**src/rtl/alu_nibble_sequencer.sv**
```systemverilog
// Nibble-serial sequencer for a 4-bit arithmetic unit. It walks a W-bit operation
// through the unit one nibble per cycle and chains the carry through a register.
module alu_nibble_sequencer #(
  parameter int unsigned NIBBLES = 4
) (
  input  logic                   clk,
  input  logic                   rst_n,
  input  logic                   start_valid,
  output logic                   start_ready,
  input  logic [3:0]             op_sel,
  input  logic [4*NIBBLES-1:0]   op_a,
  input  logic [4*NIBBLES-1:0]   op_b,
  input  logic                   op_cin,
  output logic [3:0]             alu_s,
  output logic [3:0]             alu_a,
  output logic [3:0]             alu_b,
  output logic                   alu_cin,
  input  logic [3:0]             alu_f,
  input  logic                   alu_cout,
  output logic                   res_valid,
  input  logic                   res_ready,
  output logic [4*NIBBLES-1:0]   res_f,
  output logic                   res_cout,
  output logic                   res_zero,
  output logic                   busy
);

  localparam int unsigned W  = 4 * NIBBLES;
  localparam int unsigned KW = (NIBBLES > 1) ? $clog2(NIBBLES) : 1;
  localparam logic [KW-1:0] K_LAST = KW'(NIBBLES - 1);

  typedef enum logic [1:0] {IDLE, RUN, DONE} state_t;

  state_t         state_q, state_d;
  logic [KW-1:0]  k_q;
  logic [3:0]     sel_q;
  logic [W-1:0]   a_q, b_q, res_q;
  logic           cin_q, carry_q;
  logic           accept, step;
  logic [3:0]     nib_a, nib_b;

  // Operand nibble selection driven purely from registered state
  always_comb begin
    nib_a = '0;
    nib_b = '0;
    for (int unsigned i = 0; i < NIBBLES; i++) begin
      if (k_q == KW'(i)) begin
        nib_a = a_q[4*i +: 4];
        nib_b = b_q[4*i +: 4];
      end
    end
  end

  always_ff @(posedge clk) begin
    if (!rst_n) state_q <= IDLE;
    else        state_q <= state_d;
  end

  always_comb begin
    state_d     = state_q;
    step        = 1'b0;
    busy        = 1'b0;
    res_valid   = 1'b0;
    alu_s       = '0;
    alu_a       = '0;
    alu_b       = '0;
    alu_cin     = 1'b0;
    start_ready = (state_q == IDLE) || ((state_q == DONE) && res_ready);
    accept      = start_valid && start_ready;
    case (state_q)
      IDLE: begin
        if (accept) state_d = RUN;
      end
      RUN: begin
        step    = 1'b1;
        busy    = 1'b1;
        alu_s   = sel_q;
        alu_a   = nib_a;
        alu_b   = nib_b;
        alu_cin = (k_q == '0) ? cin_q : carry_q;
        if (k_q == K_LAST) state_d = DONE;
      end
      DONE: begin
        res_valid = 1'b1;
        if (res_ready) state_d = start_valid ? RUN : IDLE;
      end
      default: state_d = IDLE;
    endcase
  end

  always_ff @(posedge clk) begin
    if (!rst_n) begin
      k_q     <= '0;
      sel_q   <= '0;
      a_q     <= '0;
      b_q     <= '0;
      cin_q   <= 1'b0;
      carry_q <= 1'b0;
      res_q   <= '0;
    end else if (accept) begin
      k_q   <= '0;
      sel_q <= op_sel;
      a_q   <= op_a;
      b_q   <= op_b;
      cin_q <= op_cin;
    end else if (step) begin
      for (int unsigned i = 0; i < NIBBLES; i++) begin
        if (k_q == KW'(i)) res_q[4*i +: 4] <= alu_f;
      end
      carry_q <= alu_cout;
      k_q     <= (k_q == K_LAST) ? '0 : k_q + KW'(1);
    end
  end

  // The carry register holds the final nibble carry once RUN completes
  assign res_f    = res_q;
  assign res_cout = carry_q;
  assign res_zero = (res_q == '0);

endmodule
```
**config.mk**
```make
export PLATFORM = sky130hd
export DESIGN_NAME = alu_nibble_sequencer
export DESIGN_NICKNAME = d
export VERILOG_FILES = /design/src/rtl/alu_nibble_sequencer.sv
export SDC_FILE = /design/constraint.sdc
export NUM_CORES = 1
export LEC_CHECK = 0
export BUFFER_PORTS_ARGS = -buffer_cell sky130_fd_sc_hd__clkbuf_2
export CAP_MARGIN = 5
export CELL_PAD_IN_SITES_DETAIL_PLACEMENT = 1
export CELL_PAD_IN_SITES_GLOBAL_PLACEMENT = 1
export CORE_ASPECT_RATIO = 0.75
export CORE_MARGIN = 10
export CORE_UTILIZATION = 38
export DETAILED_ROUTE_END_ITERATION = 10
export PLACE_DENSITY_LB_ADDON = 0.3
export SETUP_SLACK_MARGIN = 0.05
export SLEW_MARGIN = 30
export SYNTH_ARGS = -nofsm -noshare
export SYNTH_HDL_FRONTEND = slang
export SYNTH_SLANG_ARGS = --single-unit
```
**constraint.sdc**
```tcl
create_clock -name clk -period 1.7 [get_ports clk]
set_input_delay 0.17 -clock clk [delete_from_list [all_inputs] [get_ports clk]]
set_output_delay 0.17 -clock clk [all_outputs]
set_load 0.005 [all_outputs]
```
# Yosys cells after proc, flatten, opt, wreduce, memory -nomap -nowiden
# Cells that the tools add are included.
dict set report word_totals {
  output_inout_bits 34
  regBits 58
  input_bits 46
  elab_cells 56
}
dict set report classes {
  bitwise 2
  eq_ne 8
  add_sub_neg 1
  n_reduce_logical 13
  muxes 21
}
# operator n
set op_table {}
lappend op_table {{$mux W4} 11}
lappend op_table {{$logic_not A16 Y1} 1}
lappend op_table {{$reduce_and A3 Y1} 5}
lappend op_table {{$mux W2} 4}
lappend op_table {{$eq A2 B2 Y1 const B} 3}
lappend op_table {{$ne A2 B2 Y1 const B} 3}
lappend op_table {{$pmux W2 S3} 1}
lappend op_table {{$mux W1} 5}
lappend op_table {{$eq A2 B1 Y1 const B} 2}
lappend op_table {{$logic_not A2 Y1} 2}
lappend op_table {{$add A2 B1 Y2 const B} 1}
lappend op_table {{$logic_and A1 B1 Y1} 2}
lappend op_table {{$not A1 Y1} 2}
lappend op_table {{$reduce_and A2 Y1} 1}
lappend op_table {{$reduce_or A2 Y1} 1}
lappend op_table {{$logic_or A1 B1 Y1} 1}

# Longest topological paths before layout
# Gate-level depths: netlist of the first run.
dict set report depth {
  depth_word 6
  mapped_depth 7
  depth_no_buf 5
}

# Worst setup path before layout of the first run
# No wires, ideal clock.
dict set report synth_timing {
  path_type {flip-flop to output port}
  startpoint {register k_q[0]}
  endpoint {output alu_a[0]}
  required_ps 1530
  path_buffers 2
  path_stages_with_launch 8
  setup_slack_ps 126
  t_arrival_ps 1404
  path_cell_list {dfxtp_1 -> inv_1 -> ha_1 -> clkbuf_2 -> and2b_1 -> buf_4 -> a221oi_1 -> o41ai_1}
}
dict set report synth_between {
  elab_chain_len 6
  word_cells_on_any_way 9
  cone_classes {3 x eq/ne; 5 x mux; 1 x reduce/logical}
}
# element line_no
set synth_lines {}
lappend synth_lines {{start: declaration} 35} ;# logic [KW-1:0] k_q;
lappend synth_lines {{start signal: assignment} 111} ;# k_q <= (k_q == K_LAST) ? '0 : k_q + KW'(1);
lappend synth_lines {{$logic_not A2 Y1} 47} ;# if (k_q == KW'(i)) begin
lappend synth_lines {{$mux W4 (3 in series)} 47}
lappend synth_lines {{$mux W4 (*)} 47}
lappend synth_lines {{$mux W4 (*)} 70} ;# case (state_q)
lappend synth_lines {{end: declaration} 15} ;# output logic [3:0] alu_a,
# Mark *: on every way between the ends. The rest lies on a longest branch, timed or not.

# Worst setup path in the final report of the first run
dict set report layout_timing {
  startpoint {register k_q[1]}
  endpoint {output alu_b[1]}
}
dict set report layout_between {
  elab_chain_len 6
  word_cells_on_any_way 9
  cone_classes {3 x eq/ne; 5 x mux; 1 x reduce/logical}
}
# element line_no
set layout_lines {}
lappend layout_lines {{$logic_not A2 Y1} 47}
lappend layout_lines {{$mux W4 (3 in series)} 47}
lappend layout_lines {{$mux W4 (*)} 47}
lappend layout_lines {{$mux W4 (*)} 70}
lappend layout_lines {{end: declaration} 16} ;# output logic [3:0] alu_b,
# Marked as above.

==> impl_metrics.json, run 1 <==
{
  "status": "finished with violations",
  "violations": "setup timing",
  "drive_gt1_frac": 0.357,
  "antenna_left": 0,
  "crit_path_top_delay_cell": "dfxtp_2",
  "synth_cell_types": 29,
  "async_reset_ff_frac": 0,
  "finalCriticalPeriod_ns": 1.98,
  "rr_endpoint": "res_f[11]",
  "hold_ws_ns": 0.0641,
  "fmax_mhz": 505,
  "die-height_um": 93.6,
  "cts_tree": "yes",
  "syn_nets": 365,
  "dieWidth_um": 118,
  "max_stage_delay_ns": 0.36,
  "drc": 0,
  "synth_compound_area_frac": 0.105,
  "port_buffers": 79,
  "power_density_nw_per_um2": 895,
  "grt_util_all_layers": 0.165,
  "max_cap_viol_count": 0,
  "grt_pass1_wl_um": 14600,
  "wire_per_inst_um": 18.6,
  "row_count": 26,
  "cp_num_buf_inv": 3,
  "r2r_cells": 6,
  "fin_area_um2": 3820,
  "crit_chain": "inv_4 -> ha_4 -> and2b_2 -> buf_6 -> a221oi_4 -> o41ai_4 -> clkbuf_2",
  "tightest_slew_ns": 0.371,
  "final_hold_viol_count": 0,
  "dp_slack_ns": -0.117,
  "synth_area_um2": 2740,
  "power_leakage_nw": 1.63,
  "drt_pass1_iterations": 4,
  "yosys_most_used_dff": "dfxtp_1",
  "worstPathRequired_ns": 1.53,
  "worstReg2RegStart": "k_q[1]",
  "drtIter0Drc": 141,
  "synth_adder_area_share": 0.0182,
  "final_max_slew_viol_count": 0,
  "setup.worst_path.start_class": "flop",
  "diodes": 0,
  "cp.depth": 7,
  "cp_max_fo": 5,
  "antenna_found_initial": 0,
  "postSynthCellCount": 315,
  "vias_per_cell": 5.11,
  "grt_max_degree": 96,
  "worst_slack_ns": -0.279,
  "cp-end-kind": "output pin",
  "grt-ovfl-total": 0,
  "grt_pass1_vias": 2729,
  "clock-root-buffer": "clkbuf_8",
  "vias": 2549,
  "clkTransAtPathRegs_ns": 0.07,
  "clock_skew_ns": 0.00531,
  "area_delta_synth_final_pct": 39.4,
  "synthMuxAreaShare": 0.142,
  "wirelength_um": 9290,
  "yosys_warnings": 0,
  "placed_cell_area_um2": 3290,
  "pin_count": 80,
  "floorplan.die_area_um2": 11100,
  "nNetsFinal": 446,
  "h-tree-depth": 3,
  "hold_path.class": "in -> reg",
  "gp_congestion": 0.765,
  "synth-edff-count": 0,
  "crit_start": "k_q[1]",
  "power_mw": 3.42,
  "clk_latency_ns": 0.33,
  "cp.arrival_ns": 1.81,
  "start_util": 0.396,
  "instances_no_fill": 499,
  "seq_area_frac_synth": 0.423,
  "synth-seq-cells": 58,
  "fin_util": 0.552,
  "cts_max_path_buffers": 2,
  "ir_drop_mv": 0.482,
  "fin_crit_sh": 1.16,
  "cts_made_buffers": 9,
  "crit_type": "reg -> out",
  "fin_setup_tns_ns": -1.96,
  "setup_viol_count_final": 8,
  "num-fill-cells": 808,
  "cp_top_family": "buffers and inverters",
  "synth-xor-area-share": 0,
  "core_area_um2": 6930,
  "multi_input_area_um2": 1700,
  "dp_cells": 482,
  "grt_setup_unrepaired": "yes",
  "crit_path_end": "alu_b[1]",
  "synth-simple-area-share": 0.254,
  "avgSynthCellArea_um2": 8.71,
  "max_slew_margin": 0.752,
  "detailed_place_hpwl_um": 6280,
  "register_area_um2": 1170,
  "synth_top_family_by_area": "simple AND/OR/NAND/NOR gates",
  "ff2ff_setup_slack_ns": 0.17,
  "clock-sinks": 58
}
==> state kept, by name, indices dropped and copies added (netlist names) <==
name      cells
a_q          16
b_q          16
res_f        16
sel_q         4
k_q           2
state_q       2
cin_q         1
res_cout      1
==> synthesized netlist by cell type, types with 2 or more instances <==
master	instances	area, um^2
buf_4	2	15.0
and2_1	4	25.0
buf_6	4	45.0
ha_1	4	50.1
nand2b_1	2	12.5
nand2_1	92	345
nor2b_1	9	56.3
inv_1	3	11.3
a221oi_1	8	70.1
a21boi_0	17	128
nor4_1	4	25.0
buf_2	7	35.0
o41ai_1	8	70.1
nor2_1	3	11.3
clkbuf_1	12	45.0
nand3b_1	4	30.0
mux2i_1	39	390
nand3_1	24	120
dfxtp_1	58	1160
nor3b_1	2	15.0
==> worst register-to-register path: cells and delay by family, from the launching register on <==
family / cells / cell delay (ns)
and+or+nand+nor: 2 / 0.29
DFF: 1 / 0.36
adders and majority gates: 1 / 0.34
AOI/OAI and AO/OA: 1 / 0.08
buffers and inverters: 2 / 0.36
==> layout make-up <==
cell class | instances | area share
Tap cell | 98 | 0.0321
Timing Repair Buffer | 96 | 0.157
Sequential cell | 58 | 0.305
Inverter | 3 | 0.00491
Clock inverter | 7 | 0.0245
Multi-Input combinational cell | 228 | 0.444
Clock buffer | 9 | 0.0324
==> how the worst min path moves through the flow <==
| stage | startpoint | end | cells after the start |
|---|---|---|---|
| after floorplan | op_sel[0] | sel_q[0] | 2 |
| after global placement | op_b[2] | b_q[2] | 3 |
| after detailed placement | op_a[6] | a_q[6] | 3 |
| after CTS | op_b[0] | b_q[0] | 3 |
| after global routing | op_b[0] | b_q[0] | 3 |
| final | op_b[0] | b_q[0] | 3 |
==> metal layers <==
metal | GRT usage | vias up | share of wire
met5 | 0 | - | 0
met1 | 0.195 | 1219 | 0.46
met4 | 0.0749 | 0 | 0.023
li1 | - | 1244 | -
met2 | 0.270 | 70 | 0.47
met3 | 0.0529 | 16 | 0.047
==> report_power, final <==
| part | leakage [nW] | switching, mW | internal (mW) |
|---|---|---|---|
| registers | 0.476 | 0.0641 | 1.43 |
| clock network | 0.105 | 0.568 | 0.821 |
| logic | 1.05 | 0.284 | 0.252 |
==> placed cells by master (no fill, tap or decap), drive strengths merged <==
cell / Yosys / final
a21boi: 18 / 18
dfxtp: 58 / 58
nand2: 92 / 92
clkinvlp: 0 / 2
o41ai: 8 / 8
a21oi: 1 / 1
nor4: 4 / 4
clkbuf: 13 / 83
inv: 3 / 3
nor4b: 1 / 1
ha: 4 / 4
nand3: 24 / 24
o21a: 1 / 1
and4: 1 / 1
nor2b: 10 / 10
nor3b: 3 / 3
mux2i: 39 / 39
and2: 4 / 4
clkinv: 0 / 3
nand2b: 2 / 2
a221oi: 8 / 8
and2b: 1 / 1
bufinv: 0 / 2
nor2: 3 / 3
nand3b: 4 / 4
buf: 13 / 22
==> repair_timing <==
| item | 4_1_cts | 5_1_grt |
|---|---|---|
| pin swaps | 11 | 2 |
| hold buffers | 0 | 0 |
| hold endpoints to repair | 0 | 0 |
| gates resized for setup | 43 | 15 |
| setup endpoints to repair | 16 | 14 |
| setup buffers | 2 | 0 |
==> cells by family after synthesis <==
logic type               Yosys count
buffers and inverters             29
AND/OR/NAND/NOR                  149
flip-flops                        58
multiplexers                      39
adder cells (fa/ha/maj)            4
AO/OA/AOI/OAI                     36
No activity file was read; power rests on OpenSTA's default activity.
==> run 2, diff against run 1 <==
- MAX_ROUTING_LAYER: not set -> met4
==> impl_metrics.json, run 2 (synthesized netlist as in run 1, its figures left out) <==
{
  "status": "finished with violations",
  "violations": "setup timing",
  "worstPathRequired_ns": 1.53,
  "met1_usage": 0.199,
  "internal_power_mw": 2.51,
  "dieWidth_um": 118,
  "diodes": 0,
  "grt-ovfl-total": 0,
  "drt_pass1_iterations": 4,
  "fin_crit_sh": 1.17,
  "dp_slack_ns": -0.117,
  "layout_common_cells": "92 x nand2_1, 74 x clkbuf_2, 56 x dfxtp_1",
  "antenna_found_initial": 0,
  "worst_slack_ns": -0.290,
  "final_hold_viol_count": 0,
  "die-height_um": 93.6,
  "cp_max_fo": 5,
  "cp_top_family": "buffers and inverters",
  "gr-usage-met3": 0.0511,
  "floorplan.die_area_um2": 11100,
  "nNetsFinal": 447,
  "switching_share": 0.268,
  "cts_max_path_buffers": 2,
  "setup.worst_path.start_class": "flop",
  "core_area_um2": 6930,
  "crit_chain": "inv_4 -> ha_4 -> and2b_2 -> buf_6 -> a221oi_4 -> o41ai_4 -> clkbuf_2",
  "grt-busiest-layer": "met2",
  "port_buffers": 79,
  "power_mw": 3.43,
  "drc": 0,
  "tightest_slew_ns": 0.366,
  "detailed_place_hpwl_um": 6280,
  "fmax_mhz": 502,
  "clk_latency_ns": 0.34,
  "max_slew_margin": 0.756,
  "cp-end-kind": "output pin",
  "num-fill-cells": 805,
  "vias_per_cell": 5.17,
  "pin_count": 80,
  "power_leakage_nw": 1.64,
  "grt_pass1_wl_um": 14600,
  "grt_pass1_vias": 2712,
  "grt_util_all_layers": 0.171,
  "power_frac_clock": 0.406,
  "cp_num_buf_inv": 3,
  "clock-sinks": 58,
  "crit_type": "reg -> out",
  "clkTransAtPathRegs_ns": 0.07,
  "drtIter0Drc": 163,
  "area_delta_synth_final_pct": 39.6,
  "start_util": 0.396,
  "ir_drop_mv": 0.482,
  "crit_path_top_delay_cell": "dfxtp_2",
  "cts_tree": "yes",
  "seqPwrFrac": 0.437,
  "antenna_left": 0,
  "finalCriticalPeriod_ns": 1.99,
  "gp_congestion": 0.775,
  "power_density_nw_per_um2": 896,
  "cts_made_buffers": 9,
  "clock-root-buffer": "clkbuf_8",
  "fin_util": 0.553,
  "hold_path.class": "in -> reg",
  "grt_max_degree": 96,
  "max_stage_delay_ns": 0.36,
  "final_max_slew_viol_count": 0,
  "wirelength_um": 9320,
  "power_frac_comb": 0.158,
  "grt_setup_unrepaired": "yes",
  "grt_use_met2": 0.269,
  "max_cap_viol_count": 0,
  "drive_gt1_frac": 0.358,
  "h-tree-depth": 3,
  "setup_viol_count_final": 8,
  "vias": 2587,
  "wire_per_inst_um": 18.6,
  "final_common_cell": "nand2_1",
  "clock_skew_ns": 0.00595,
  "switchingPower_mw": 0.921,
  "cp.arrival_ns": 1.82,
  "row_count": 26
}
## run 2: cell count changes in the layout (fill, tap and decap cells not counted), sizes merged
cell	previous run	this run
buf	22	23
## run 2: layer usage
layer  up-vias  wire length [um]
li1       1245                 -
met1      1239              4230
met2        82              4400
met3        21               443
met4         0               249
met5         -                 0
## run 2: layout make-up
class	instances	area [um^2]	area share
clock buffers	9	124	0.0323
inverters	3	18.8	0.00490
repair buffers	97	607	0.158
multi-input cells	228	1700	0.444
well taps	98	123	0.0320
clock inverters	7	93.8	0.0245
flip-flops and latches	58	1170	0.304
## run 2: tightest hold or removal path: cells and delay by family
family                 cells  cell delay, ns
multiplexers               1            0.06
buffers and inverters      1            0.08
AND/OR/NAND/NOR            1            0.04
## run 2: power groups by stage
stage                     combinational (mW)  clock (mW)  sequential (mW)
after floorplan                        0.276           0             1.49
after global placement                 0.433           0             1.51
after detailed placement               0.451           0             1.51
after CTS                              0.509        1.41             1.49
after global routing                   0.588        1.49             1.51
final                                  0.541        1.39             1.50
## run 2: worst paths after layout
| check | cells past startpoint | start | endpoint | slack (ns) |
|---|---|---|---|---|
| worst max-delay path | 7 | k_q[1] | alu_b[1] | -0.29 |
| worst min-delay path | 3 | op_b[0] | b_q[0] | 0.06 |
| worst max register to register | 6 | k_q[1] | res_f[11] | 0.17 |
| worst min register to register | 2 | sel_q[0] | sel_q[0] | 0.45 |
## run 2: stage by stage
stage	setup TNS [ns]	hold WS [ns]	instances	area [um^2]
final	-2.04	0.0557	500	3830
after global routing	-2.61	0.0504	500	3830
after CTS	-1.60	0.0411	499	3760
after detailed placement	-0.591	0.407	482	3290
after global placement	-0.000456	0.401	482	3290
after floorplan	0	0.312	315	2740
## run 2: what timing repair did
item | in CTS | in global routing
resized for setup | 43 | 15
hold buffers | 0 | 0
endpoints found under the hold margin | 0 | 0
setup endpoints to repair | 16 | 14
setup buffers | 2 | 1
pin swaps | 11 | 2
==> run 3, diff against run 2 <==
- CELL_PAD_IN_SITES_DETAIL_PLACEMENT: 1 -> 0
- CELL_PAD_IN_SITES_GLOBAL_PLACEMENT: 1 -> 2
- CORE_UTILIZATION: 38 -> 30
- PLACE_DENSITY_LB_ADDON: 0.3 -> 0.1
==> impl_metrics.json, run 3 (synthesized netlist as in run 1, its figures left out) <==
{
  "status": "finished with violations",
  "violations": "setup timing",
  "final_max_slew_viol_count": 0,
  "wirelength_um": 8460,
  "tightest_slew_ns": 0.516,
  "fmax_mhz": 523,
  "core_area_um2": 8970,
  "final_hold_viol_count": 0,
  "grt_setup_unrepaired": "yes",
  "vias_per_cell": 4.69,
  "clkTransAtPathRegs_ns": 0.05,
  "gp_congestion": 0.718,
  "grt_pass1_wl_um": 13000,
  "worst_slack_ns": -0.211,
  "fin_util": 0.448,
  "h-tree-depth": 3,
  "clock-root-buffer": "clkbuf_16",
  "power_density_nw_per_um2": 932,
  "antenna_left": 0,
  "grt_pass1_vias": 2521,
  "floorplan.die_area_um2": 13400,
  "max_slew_margin": 0.656,
  "drc": 0,
  "dp_cells": 501,
  "die-height_um": 103,
  "instances_no_fill": 525,
  "cts_tree": "yes",
  "drive_gt1_frac": 0.368,
  "clock_skew_ns": 0.00361,
  "final_common_cell": "nand2_1",
  "setup_viol_count_final": 8,
  "placed_cell_area_um2": 3380,
  "dieWidth_um": 130,
  "area_delta_synth_final_pct": 46.5,
  "row_count": 30,
  "grt_util_all_layers": 0.129,
  "power_frac_clock": 0.457,
  "ir_drop_mv": 0.418,
  "grt_max_degree": 29,
  "cp-end-kind": "output pin",
  "clk_latency_ns": 0.33,
  "start_util": 0.306,
  "pin_count": 80,
  "hold_path.class": "in -> reg",
  "max_cap_viol_count": 0,
  "fin_crit_sh": 1.12,
  "layout_common_cells": "92 x nand2_1, 77 x clkbuf_2, 56 x dfxtp_1",
  "crit_type": "reg -> out",
  "drtIter0Drc": 76,
  "finalCriticalPeriod_ns": 1.91,
  "vias": 2464,
  "cts_max_path_buffers": 2,
  "drt_pass1_iterations": 4,
  "dp_slack_ns": -0.0686,
  "nNetsFinal": 458,
  "switchingPower_mw": 0.939,
  "cts_made_buffers": 9,
  "cp.arrival_ns": 1.74,
  "internal_power_mw": 2.81,
  "grt-ovfl-total": 0,
  "clock-sinks": 58,
  "worstPathRequired_ns": 1.53,
  "switching_share": 0.251,
  "cp_max_fo": 5,
  "detailed_place_hpwl_um": 6110,
  "seqPwrFrac": 0.399,
  "power_leakage_nw": 1.75,
  "fin_area_um2": 4020,
  "power_frac_comb": 0.145,
  "ff2ff_setup_slack_ns": 0.23,
  "diodes": 0,
  "port_buffers": 79,
  "antenna_found_initial": 0,
  "setup.worst_path.start_class": "flop",
  "wire_per_inst_um": 16.1
}
==> run 3: cell count changes in the layout (fill, tap and decap cells not counted), sizes merged <==
| cell | change |
|---|---|
| clkinvlp | -2 |
| buf | +7 |
| clkinv | -1 |
| clkbuf | +9 |
| bufinv | -2 |
==> run 3: worst paths after layout <==
kind	cells after the start	end	start
worst max-delay path	7	alu_a[3]	k_q[1]
worst min-delay path	3	b_q[9]	op_b[9]
worst max register to register	7	res_f[9]	k_q[1]
worst min register to register	2	sel_q[1]	sel_q[1]
==> run 3: critical path, cell delays in order, from the launching register on <==
cell,delay [ns]
dfxtp_4,0.36
inv_4,0.05
ha_4,0.15
and2b_2,0.24
buf_8,0.15
a221oi_4,0.07
o41ai_2,0.22
clkbuf_2,0.17
==> run 3: what timing repair did <==
item / in CTS / in global routing
gates resized for setup: 38 / 10
hold buffers: 0 / 0
pin swaps: 13 / 2
setup endpoints to repair: 13 / 13
gates cloned: 0 / 1
buffers inserted: 7 / 0
==> run 3: area by class of cell <==
type | instances | area [um^2]
sequential | 58 | 1170
fill | 894 | 4950
multi-input combinational | 228 | 1670
tap | 112 | 140
clock inverter | 2 | 10.0
clock buffer | 14 | 274
inverter | 3 | 18.8
timing repair buffer | 108 | 742
==> run 3: stage by stage <==
step | hold slack, ns | setup TNS [ns] | power [mW]
3_5_place_dp | 0.410 | -0.311 | 1.98
6_report | 0.0654 | -1.49 | 3.74
3_3_place_gp | 0.403 | 0 | 1.97
4_1_cts | 0.0579 | -1.50 | 3.76
2_1_floorplan | 0.312 | 0 | 1.77
5_1_grt | 0.0647 | -2.00 | 3.91
==> run 3: power by group through the flow <==
stage / logic [mW] / clock network (mW) / registers, mW
detailed placement: 0.467 / 0 / 1.51
finish: 0.542 / 1.71 / 1.49
CTS: 0.519 / 1.75 / 1.49
global placement: 0.461 / 0 / 1.51
floorplan: 0.276 / 0 / 1.49
global route: 0.592 / 1.81 / 1.50
==> run 3: metal layers <==
metal,GRT usage,part of all wire,up-vias
met2,0.177,0.42,54
met4,0.0460,0.012,0
met3,0.0421,0.052,10
met5,-,0,-
li1,-,-,1270
met1,0.174,0.52,1130
